## src/rtl/bcd_scan_mux.sv

```systemverilog
// Time-multiplexed scan driver for an N-digit common-anode 7-segment display.
// Optional leading-zero blanking is compiled in with `define LEADING_ZERO_BLANK_EN.
module bcd_scan_mux #(
  parameter int NUM_DIGITS   = 4,
  parameter int SCAN_DIV     = 50000,
  parameter int BLANK_CYCLES = 16
) (
  input  logic                    clk,
  input  logic                    rst,
  input  logic                    load,
  input  logic [4*NUM_DIGITS-1:0] digits_in,
  output logic [3:0]              bcd_out,
  output logic [NUM_DIGITS-1:0]   digit_sel_n,
  output logic                    frame_tick,
  output logic                    bcd_err
);

  localparam int CW = $clog2(SCAN_DIV);
  localparam int IW = $clog2(NUM_DIGITS);
  localparam logic [CW-1:0] CNT_MAX   = CW'(SCAN_DIV - 1);
  localparam logic [CW-1:0] BLANK_CNT = CW'(BLANK_CYCLES);
  localparam logic [IW-1:0] IDX_MAX   = IW'(NUM_DIGITS - 1);

  logic [CW-1:0]           cnt_reg;
  logic [IW-1:0]           idx_reg;
  logic [4*NUM_DIGITS-1:0] pending_reg;
  logic [4*NUM_DIGITS-1:0] display_reg;
  logic                    wrapped_reg;

  logic                  wrap_slot;
  logic                  wrap_frame;
  logic [3:0]            cur_nib;
  logic [NUM_DIGITS-1:0] sel_onehot;
  logic [NUM_DIGITS-1:0] pend_ok;
  logic [NUM_DIGITS-1:0] disp_show;

  assign wrap_slot  = (cnt_reg == CNT_MAX);
  assign wrap_frame = wrap_slot && (idx_reg == IDX_MAX);
  assign cur_nib    = display_reg[{idx_reg, 2'b00} +: 4];
  assign sel_onehot = NUM_DIGITS'(1) << idx_reg;

  // Per-digit flags: pending validity decides whether a swap clears bcd_err,
  // disp_show decides whether a displayed digit may light its enable.
  generate
    for (genvar gi = 0; gi < NUM_DIGITS; gi++) begin : g_digit
      logic [3:0] pend_nib;
      logic [3:0] disp_nib;
      assign pend_nib     = pending_reg[4*gi +: 4];
      assign disp_nib     = display_reg[4*gi +: 4];
      assign pend_ok[gi]  = (pend_nib <= 4'd9);
`ifdef LEADING_ZERO_BLANK_EN
      if (gi == 0) begin : g_lsd
        assign disp_show[gi] = (disp_nib <= 4'd9);
      end else if (gi == NUM_DIGITS - 1) begin : g_msd
        assign disp_show[gi] = (disp_nib <= 4'd9) && (disp_nib != 4'd0);
      end else begin : g_mid
        logic upper_zero;
        assign upper_zero    = ~|display_reg[4*NUM_DIGITS-1 -: 4*(NUM_DIGITS-1-gi)];
        assign disp_show[gi] = (disp_nib <= 4'd9) && !((disp_nib == 4'd0) && upper_zero);
      end
`else
      assign disp_show[gi] = (disp_nib <= 4'd9);
`endif
    end
  endgenerate

  // Outputs are registered from the pre-edge slot state, so every output
  // slot trails the counter by one cycle and bcd_out changes during the blank.
  always_ff @(posedge clk) begin
    if (rst) begin
      cnt_reg     <= '0;
      idx_reg     <= '0;
      pending_reg <= '0;
      display_reg <= '0;
      wrapped_reg <= 1'b0;
      bcd_out     <= 4'd0;
      digit_sel_n <= '1;
      frame_tick  <= 1'b0;
      bcd_err     <= 1'b0;
    end else begin
      cnt_reg <= wrap_slot ? '0 : cnt_reg + 1'b1;
      if (wrap_slot) begin
        idx_reg <= wrap_frame ? '0 : idx_reg + 1'b1;
      end
      if (wrap_frame) begin
        display_reg <= pending_reg;
      end
      if (load) begin
        pending_reg <= digits_in;
      end
      wrapped_reg <= wrap_frame;
      frame_tick  <= wrapped_reg;
      bcd_out     <= cur_nib;
      digit_sel_n <= ((cnt_reg >= BLANK_CNT) && disp_show[idx_reg]) ? ~sel_onehot : '1;
      if (wrap_frame && (&pend_ok)) begin
        bcd_err <= 1'b0;
      end else if (cur_nib > 4'd9) begin
        bcd_err <= 1'b1;
      end
    end
  end

endmodule

```

## config.mk

```make
export PLATFORM = sky130hd
export DESIGN_NAME = bcd_scan_mux
export DESIGN_NICKNAME = d
export VERILOG_FILES = /design/src/rtl/bcd_scan_mux.sv
export SDC_FILE = /design/constraint.sdc
export NUM_CORES = 1
export LEC_CHECK = 0
export BUFFER_PORTS_ARGS = -buffer_cell sky130_fd_sc_hd__buf_2
export CAP_MARGIN = 20
export CELL_PAD_IN_SITES_DETAIL_PLACEMENT = 1
export CELL_PAD_IN_SITES_GLOBAL_PLACEMENT = 1
export CORE_MARGIN = 2
export CORE_UTILIZATION = 35
export CTS_CLUSTER_SIZE = 8
export DETAILED_ROUTE_END_ITERATION = 16
export PLACE_DENSITY_LB_ADDON = 0.2
export SLEW_MARGIN = 10
export SYNTH_ARGS = -nofsm -noshare
export SYNTH_HDL_FRONTEND = slang
export SYNTH_SLANG_ARGS = --single-unit
```

## constraint.sdc

```tcl
create_clock -name clk -period 6.23 [get_ports clk]
set_clock_uncertainty 0.05 [all_clocks]
set_input_delay 1.246 -clock clk [delete_from_list [all_inputs] [get_ports clk]]
set_output_delay 1.246 -clock clk [all_outputs]
set_load 0.02 [all_outputs]
```

==> results of run 1 <==
-- stage by stage --
| step | power [W] | hold WS, ps | std cells |
|---|---|---|---|
| floorplan | 0.0004313 | 363.8 | 252 |
| global placement | 0.0004406 | 379.2 | 366 |
| detailed placement | 0.0004416 | 393.7 | 366 |
| CTS | 0.0008438 | 409.4 | 382 |
| global route | 0.0008637 | 433.1 | 382 |
| finish | 0.0008293 | 403.0 | 382 |
-- how the worst max path moves through the flow --
stage	from	end	cells past startpoint
after global routing	idx_reg[0]	display_reg[12]	6
after global placement	rst	cnt_reg[4]	3
after floorplan	load	pending_reg[10]	4
after CTS	idx_reg[0]	display_reg[15]	6
final	idx_reg[0]	display_reg[15]	6
after detailed placement	rst	cnt_reg[5]	3
-- synth_stat cells, types with 2 or more instances --
| cell type | instances |
|---|---|
| a21oi_1 | 3 |
| nand2b_1 | 2 |
| nand3_1 | 4 |
| xor2_1 | 7 |
| buf_6 | 3 |
| nor3_1 | 2 |
| a211oi_1 | 2 |
| nor2_1 | 54 |
| nor4_4 | 2 |
| nor4_1 | 2 |
| dfxtp_1 | 61 |
| mux4_2 | 3 |
| o21ai_0 | 5 |
| nor2b_1 | 5 |
| nand2_1 | 11 |
| inv_1 | 5 |
| xnor2_1 | 5 |
| or4_1 | 2 |
| or3_1 | 2 |
| ha_1 | 6 |
| mux2i_1 | 34 |
| clkbuf_1 | 9 |
| nand4_1 | 7 |
| and2_1 | 2 |
| o221ai_1 | 2 |
| and4_1 | 2 |
-- logic make-up (layout without fill, tap and decap cells) --
family,Yosys count,count (layout),synth area share [%]
buf+inv,19,50,4.395
simple gates,103,103,20.69
flops,61,61,48.20
mux,37,37,16.10
fa+ha+maj,6,6,2.963
compound gates,14,14,3.506
xor+xnor,12,12,4.148
-- layer usage --
metal | share of wire (%) | GRT usage [%]
met1 | 51 | 19.74
met4 | 1.9 | 6.106
met3 | 3.8 | 5.171
met5 | 0 | 0
met2 | 44 | 21.08
-- where the power goes --
| part | leakage [nW] | switching [W] | internal, W | total [W] |
|---|---|---|---|---|
| clock network | 0.116 | 0.000151 | 0.000246 | 0.000397 |
| registers | 0.495 | 0.00000643 | 0.000398 | 0.000404 |
| logic | 0.495 | 0.0000155 | 0.0000127 | 0.0000282 |
-- area by class of cell --
| cell class | count | area share (%) |
|---|---|---|
| multi-input cells | 172 | 40.89 |
| clock buffers | 12 | 5.281 |
| inverters | 5 | 0.6388 |
| clock inverters | 4 | 2.385 |
| flip-flops and latches | 61 | 41.57 |
| well taps | 99 | 4.216 |
| repair buffers | 29 | 5.026 |
==> impl_results.md, run 1 <==
- Clk buf depth: 2
- Worst R2R End: display_reg[15]
- Pre-Repair DR Iteration Count: 3
- Final net count: approximately 300
- CP max stage cell: or4b_2
- Placed Area: ~2700 µm²
- Crit path cell chain: ha_1 > or4b_2 > nor4_4 > buf_4 > mux2i_1 > nor2_1
- Initial detailed-routing violation count: 88
- Lkg Pwr: about 1.1 nW
- Port-buffer cells: 28
- Design area: about 3000 µm²
- CP peak stage delay: roughly 650 ps
- Hold endpoint: frame_tick
- Async S/R FF share, synth: 0%
- Top cells by area, synth: dfxtp_1 (48%), mux2i_1 (13%), nor2_1 (8.0%), ha_1 (3.0%), mux4_2 (2.7%)
- Starting Density: around 36%
- Multi-input gate area: ~1200 µm²
- Most frequent cells in the layout: dfxtp_1 (61), nor2_1 (54), mux2i_1 (34), buf_2 (28)
- Total setup buffers inserted after CTS: 0
- Seq/Total Area, Yosys: around half
- Worst Hold Class: flop to flop
- Synthesized flop and latch total: between 60 and 70
- Post-Syn Area per Cell: roughly 10 µm²
- Routed wire length: 5.291 mm
- Antenna Nets Post-Route: 0
- Yosys warns: 0
- Layout cells sized above 1: a little under a fifth
- Pins Over Slew Limit: 0
- Primary FF master, synth: dfxtp_1
- DIE WIDTH: roughly 89 µm
- Post-synth EDFFs: 0
- Area Overhead vs Synth: 15.95%
- CTS tree: done
- DRC viols: 0
- Die Y-Extent: 89.08 µm
- Post-CTS sizing: 0
- P per Cell Area: roughly 280 nW/µm²
- Status: finished clean
- Clock Tree Root: clkbuf_8
- Worst Reg-to-Reg Cells: 6
- Post-CTS Hold Buffers: 0
- Vias in the first global route: between 1500 and 2000
- Fin. Hold Viols: 0
- Min-Delay Path Depth: 1
- Core area: a little over 7000 µm²
- Post-DP HPWL: between 3 and 4 mm
- Cell family with the largest share of critical-path delay: simple AND/OR/NAND/NOR gates
- Slew margin rel.: roughly 48%
- H-tree depth: 3
- Share of the synthesized area in the top cell type: about 48%
- Total CTS buffers: 9
- Crit start category: flop
- Num ports: 29
- Max-cap violations: 0
- Total grt overflow: 0
- DR WL/cell: ~14 µm
- Mapped Nets: approximately 280
- Final Core Density: approximately 41%
- Worst endpoint required time: 6380 ps
- CP endpoint kind: flop
- Clock sink count: 61
- Post-Syn Area: between 2000 and 3000 µm²
- Final Setup Violations: 0
- Die area: between 7000 and 8000 µm²
- Worst slack, placed: 3498 ps
- Commonest non-fill, non-tap cell in the layout: dfxtp_1
- Filler cells: 838
- Antenna diodes: 0
- Clock transition at path regs: around 70 ps
- HP Start: wrapped_reg
- Largest net degree at the start of global routing: 45
- Worst Path Max Fanout: 18
- Final WS setup: 3699 ps
- Final setup TNS: 0 ps
- Worst r2r src: idx_reg[0]
- Initial antenna violation count: 0
- Final min period: between 2000 and 3000 ps
- Critical path type: flop to flop
- Yosys top cell by area: dfxtp_1
- Placer congestion estimate: 0.7475
- Worst-Margin Slew: 778.3 ps
- Row Count: 31
- Fmax: just under 400 MHz
- Worst-Skew Late Latency: approximately 340 ps
- Mapped Cells: around 250
- Final period utilization: between 40% and 50%
- Global-route wire length before repair: approximately 8.6 mm
- Worst path bufs/invs: 1
- WP data arrival: 2680 ps
- Sequential Area: around 1200 µm²
- Maximum vdd ir drop: roughly 120 µV
- Post-synth cell types: 36
- Vias: between 1500 and 2000
- Reg2reg setup slack: between 3000 and 4000 ps
- Gr usage total: between 10% and 20%
- DR vias/cell: between 4 and 5
- RSZ-0062 raised after global routing: no
Power figures use the tool's default switching activity.
==> run 2: changes to the inputs <==
Clock period 6.23 ns to 2.3 ns, I/O delays scaled along.
==> impl_results.md, run 2 (synthesized netlist as in run 1, its figures left out) <==
- Final Setup Violations: 0
- Max-cap violations: 0
- Clock Tree Root: clkbuf_8
- Worst-Skew Late Latency: around 340 ps
- Area Overhead vs Synth: 18.86%
- Commonest non-fill, non-tap cell in the layout: dfxtp_1
- Post-CTS Hold Buffers: 0
- Worst-Margin Slew: approximately 500 ps
- Worst Hold Class: input port to flop
- Final setup TNS: 0 ps
- Most frequent cells in the layout: dfxtp_1 (61), nor2_1 (54), mux2i_1 (34), buf_2 (28), nand2_1 (11)
- Clock sink count: 61
- Total CTS buffers: 9
- Final period utilization: 90.13%
- Core area: 7137 µm²
- Gr usage total: between 15 and 20%
- Layout cells sized above 1: about 20%
- DR WL/cell: about 14 µm
- Crit path cell chain: ha_1 > or4b_2 > nor4_4 > buf_12 > mux2i_1 > nor2_1
- Slew margin rel.: around 67%
- Routed wire length: around 5.4 mm
- RSZ-0062 raised after global routing: no
- Power Total: 0.002355 W
- M1 wire length: 2.904 mm
- CP max stage cell: or4b_2
- Pins Over Slew Limit: 0
- CP endpoint kind: flop
- Placer congestion estimate: between 0.7 and 0.8
- Worst r2r src: idx_reg[0]
- DIE WIDTH: slightly below 90 µm
- Post-CTS sizing: 0
- Port-buffer cells: 28
- Final net count: 308
- Uppermost layer routed: met4
- Maximum vdd ir drop: ~350 µV
- Worst endpoint required time: around 2500 ps
- Global-route wire length before repair: roughly 9 mm
- Initial antenna violation count: 0
- Die Y-Extent: around 90 µm
- Critical path origin: idx_reg[0]
- Vias: ~1900
- Crit start category: flop
- Worst path bufs/invs: 1
- CTS tree: done
- Die area: just under 8000 µm²
- Clk buf depth: 2
- Fmax: 482.4 MHz
- Fin. Hold Viols: 0
- Status: finished clean
- Filler cells: roughly 830
- DRC viols: 0
- Num ports: 29
- Row Count: 31
- Vias in the first global route: 1808
- Worst Path Max Fanout: 18
- Routed wl met2: 2.224 mm
- Critical path type: flop to flop
- H-tree depth: 3
- Clock transition at path regs: 70 ps
- Final Core Density: 42.20%
- Starting Density: about 36%
- Post-DP HPWL: approximately 3.8 mm
- Total grt overflow: 0
- Lkg Pwr: roughly 1.1 nW
- P per Cell Area: 782.1 nW/µm²
- Total setup buffers inserted after CTS: 0
- DR WL met3: ~200 µm
- Final min period: between 2000 and 2500 ps
- Initial detailed-routing violation count: 57
- DR vias/cell: about 4.8
- CP peak stage delay: between 600 and 700 ps
- Antenna diodes: 0
- Cell family with the largest share of critical-path delay: simple AND/OR/NAND/NOR gates
- Pre-Repair DR Iteration Count: 4
- Largest net degree at the start of global routing: between 40 and 50
- Antenna Nets Post-Route: 0
- WP data arrival: between 2000 and 2500 ps
- HP Start: digits_in[6]
run 2: path summary, 6_finish.rpt:
kind                         end  slack, ps  cells after the start
setup / recovery  display_reg[2]        230                      6
hold / removal    pending_reg[6]        300                      3
setup reg to reg  display_reg[2]        230                      6
hold reg to reg       frame_tick        400                      1
run 2: final cells by class:
class	count	area, µm²	area share (%)
clock buffers	11	141.4	4.695
well taps	99	123.9	4.113
clock inverters	5	107.6	3.573
repair buffers	34	197.7	6.564
flip-flops and latches	61	1221	40.55
inverters	5	18.77	0.6232
multi-input cells	172	1201	39.88
run 2: per-layer routing:
layer	up-vias	GRT usage (%)
met5	-	0
met4	0	6.920
met3	7	4.709
met2	35	20.54
met1	892	21.89
li1	925	-
run 2: worst reg2reg max path: cells and delay by family (launching register included):
| family | cells | cell delay [ps] |
|---|---|---|
| DFF | 1 | 340 |
| buffers and inverters | 1 | 220 |
| adders and majority gates | 1 | 210 |
| and+or+nand+nor | 3 | 930 |
| muxes | 1 | 220 |
run 2: stage by stage:
step | area, µm² | instances | hold WS [ps] | setup slack (ps)
4_1_cts | 3012 | 387 | 286.8 | 214.2
3_3_place_gp | 2763 | 371 | 381.9 | 330.7
3_5_place_dp | 2763 | 371 | 379.8 | 231.5
2_1_floorplan | 2534 | 252 | 363.8 | 163.8
6_report | 3012 | 387 | 298.2 | 226.9
5_1_grt | 3012 | 387 | 301.3 | 119.7
run 2: where the power goes:
part	leakage [nW]	switching, W	total (W)	internal [W]
registers	0.495	0.0000174	0.00109	0.00108
clock network	0.124	0.000428	0.00118	0.000753
logic	0.524	0.0000423	0.0000789	0.0000365
total	1.14	0.000488	0.00236	0.00187
==> run 3: changes to the inputs <==
Settings changed: CELL_PAD_IN_SITES_DETAIL_PLACEMENT 1 to unset, CELL_PAD_IN_SITES_GLOBAL_PLACEMENT 1 to unset.
==> impl_results.md, run 3 (synthesized netlist as in run 1, its figures left out) <==
- Worst path bufs/invs: 1
- CTS tree: done
- Status: finished clean
- Hold Slack: 304.8 ps
- Gr usage total: a little over an eighth
- Clock Tree Root: clkbuf_8
- Total grt overflow: 0
- Final net count: about 310
- Commonest non-fill, non-tap cell in the layout: dfxtp_1
- Clock transition at path regs: 70 ps
- Pins Over Slew Limit: 0
- Total setup buffers inserted after CTS: 0
- Critical path type: flop to flop
- Final period utilization: roughly 87%
- Crit path cell chain: ha_1 > or4b_2 > nor4_4 > buf_12 > mux2i_1 > nor2_1
- Fmax: 497.1 MHz
- Placer congestion estimate: about 0.76
- Cell family with the largest share of critical-path delay: simple AND/OR/NAND/NOR gates
- Lkg Pwr: 1.121 nW
- RSZ-0062 raised after global routing: no
- Pre-Repair DR Iteration Count: 4
- Vias: approximately 1800
- Worst slack, placed: ~300 ps
- Min-Delay Path Depth: 3
- Slew margin rel.: about two thirds
- Num ports: 29
- Worst Hold Class: input port to flop
- Port-buffer cells: 28
- DR vias/cell: ~4.5
- Critical path origin: idx_reg[1]
- Antenna Nets Post-Route: 0
- Worst endpoint required time: around 2500 ps
- Row Count: 31
- Vias in the first global route: between 1500 and 2000
- Most frequent cells in the layout: dfxtp_1 (61), nor2_1 (54), mux2i_1 (34), buf_2 (28), nand2_1 (11)
- Final WS setup: roughly 290 ps
- Final min period: slightly above 2000 ps
- CP endpoint kind: flop
- Starting Density: 35.50%
- Routed wire length: 4.780 mm
- Post-CTS sizing: 0
- DR WL/cell: 12.38 µm
- HP Start: digits_in[8]
- DIE WIDTH: 89.08 µm
- Clock sink count: 61
- CP peak stage delay: between 600 and 700 ps
- Maximum vdd ir drop: 233.1 µV
- DRC viols: 0
- Crit start category: flop
- Final Setup Violations: 0
- Post-DP HPWL: between 3 and 4 mm
- Total CTS buffers: 9
- Area Overhead vs Synth: 16.89%
- Largest net degree at the start of global routing: just over 40
- Initial antenna violation count: 0
- Die Y-Extent: between 80 and 90 µm
- Post-CTS Hold Buffers: 0
- Layout cells sized above 1: 19.51%
- H-tree depth: 3
- Initial detailed-routing violation count: 62
- Clk buf depth: 2
- Worst-Skew Late Latency: between 300 and 400 ps
- Antenna diodes: 0
- WP data arrival: 2170 ps
- Worst-Margin Slew: a little over 500 ps
- CP max stage cell: or4b_2
- Core area: 7137 µm²
- Final setup TNS: 0 ps
- Worst Reg-to-Reg Cells: 6
- Fin. Hold Viols: 0
- Die area: 7935 µm²
- P per Cell Area: around 740 nW/µm²
- Worst r2r src: idx_reg[1]
- Worst path depth: 6
- Filler cells: 738
- Global-route wire length before repair: between 8 and 9 mm
- Worst Path Max Fanout: 18
- Max-cap violations: 0
==> run 3: stage by stage <==
stage                     std cells  instance area [µm²]  utilization [%]  total power, W
after detailed placement        370                 2755            38.60        0.001198
final                           386                 2962            41.50        0.002177
after CTS                       386                 2962            41.50        0.002211
after global routing            386                 2962            41.50        0.002267
after global placement          370                 2755            38.60        0.001196
after floorplan                 252                 2534                -        0.001168
==> run 3: final timing paths <==
check	to	slack, ps
hold / removal	pending_reg[8]	300
setup reg to reg	display_reg[10]	290
setup / recovery	display_reg[10]	290
hold reg to reg	frame_tick	380
==> run 3: cell type report <==
type / count / area, µm² / share of cell area (%)
Clock buffer: 11 / 131.4 / 4.436
Clock inverter: 5 / 75.07 / 2.535
Inverter: 5 / 18.77 / 0.6337
Multi-Input combinational cell: 172 / 1201 / 40.56
Sequential cell: 61 / 1221 / 41.23
Tap cell: 99 / 123.9 / 4.183
Timing Repair Buffer: 33 / 190.2 / 6.422
==> run 3: layer usage <==
layer | global-route usage, % | up-vias | share of wire (%)
li1 | - | 926 | -
met1 | 18.96 | 789 | 53
met2 | 17.78 | 31 | 41
met3 | 4.063 | 9 | 4.0
met4 | 7.734 | 0 | 1.9
met5 | 0 | - | 0
==> run 3: tightest hold or removal path, delay by kind of cell <==
kind	cells	cell delay [ps]
buffers and inverters	1	70
muxes	1	50
and+or+nand+nor	1	70
==> run 3: where the power goes <==
group          internal (W)  switching, W  leakage, nW
Sequential          0.00108     0.0000170        0.495
Combinational     0.0000365     0.0000413        0.518
Clock              0.000605      0.000400        0.107
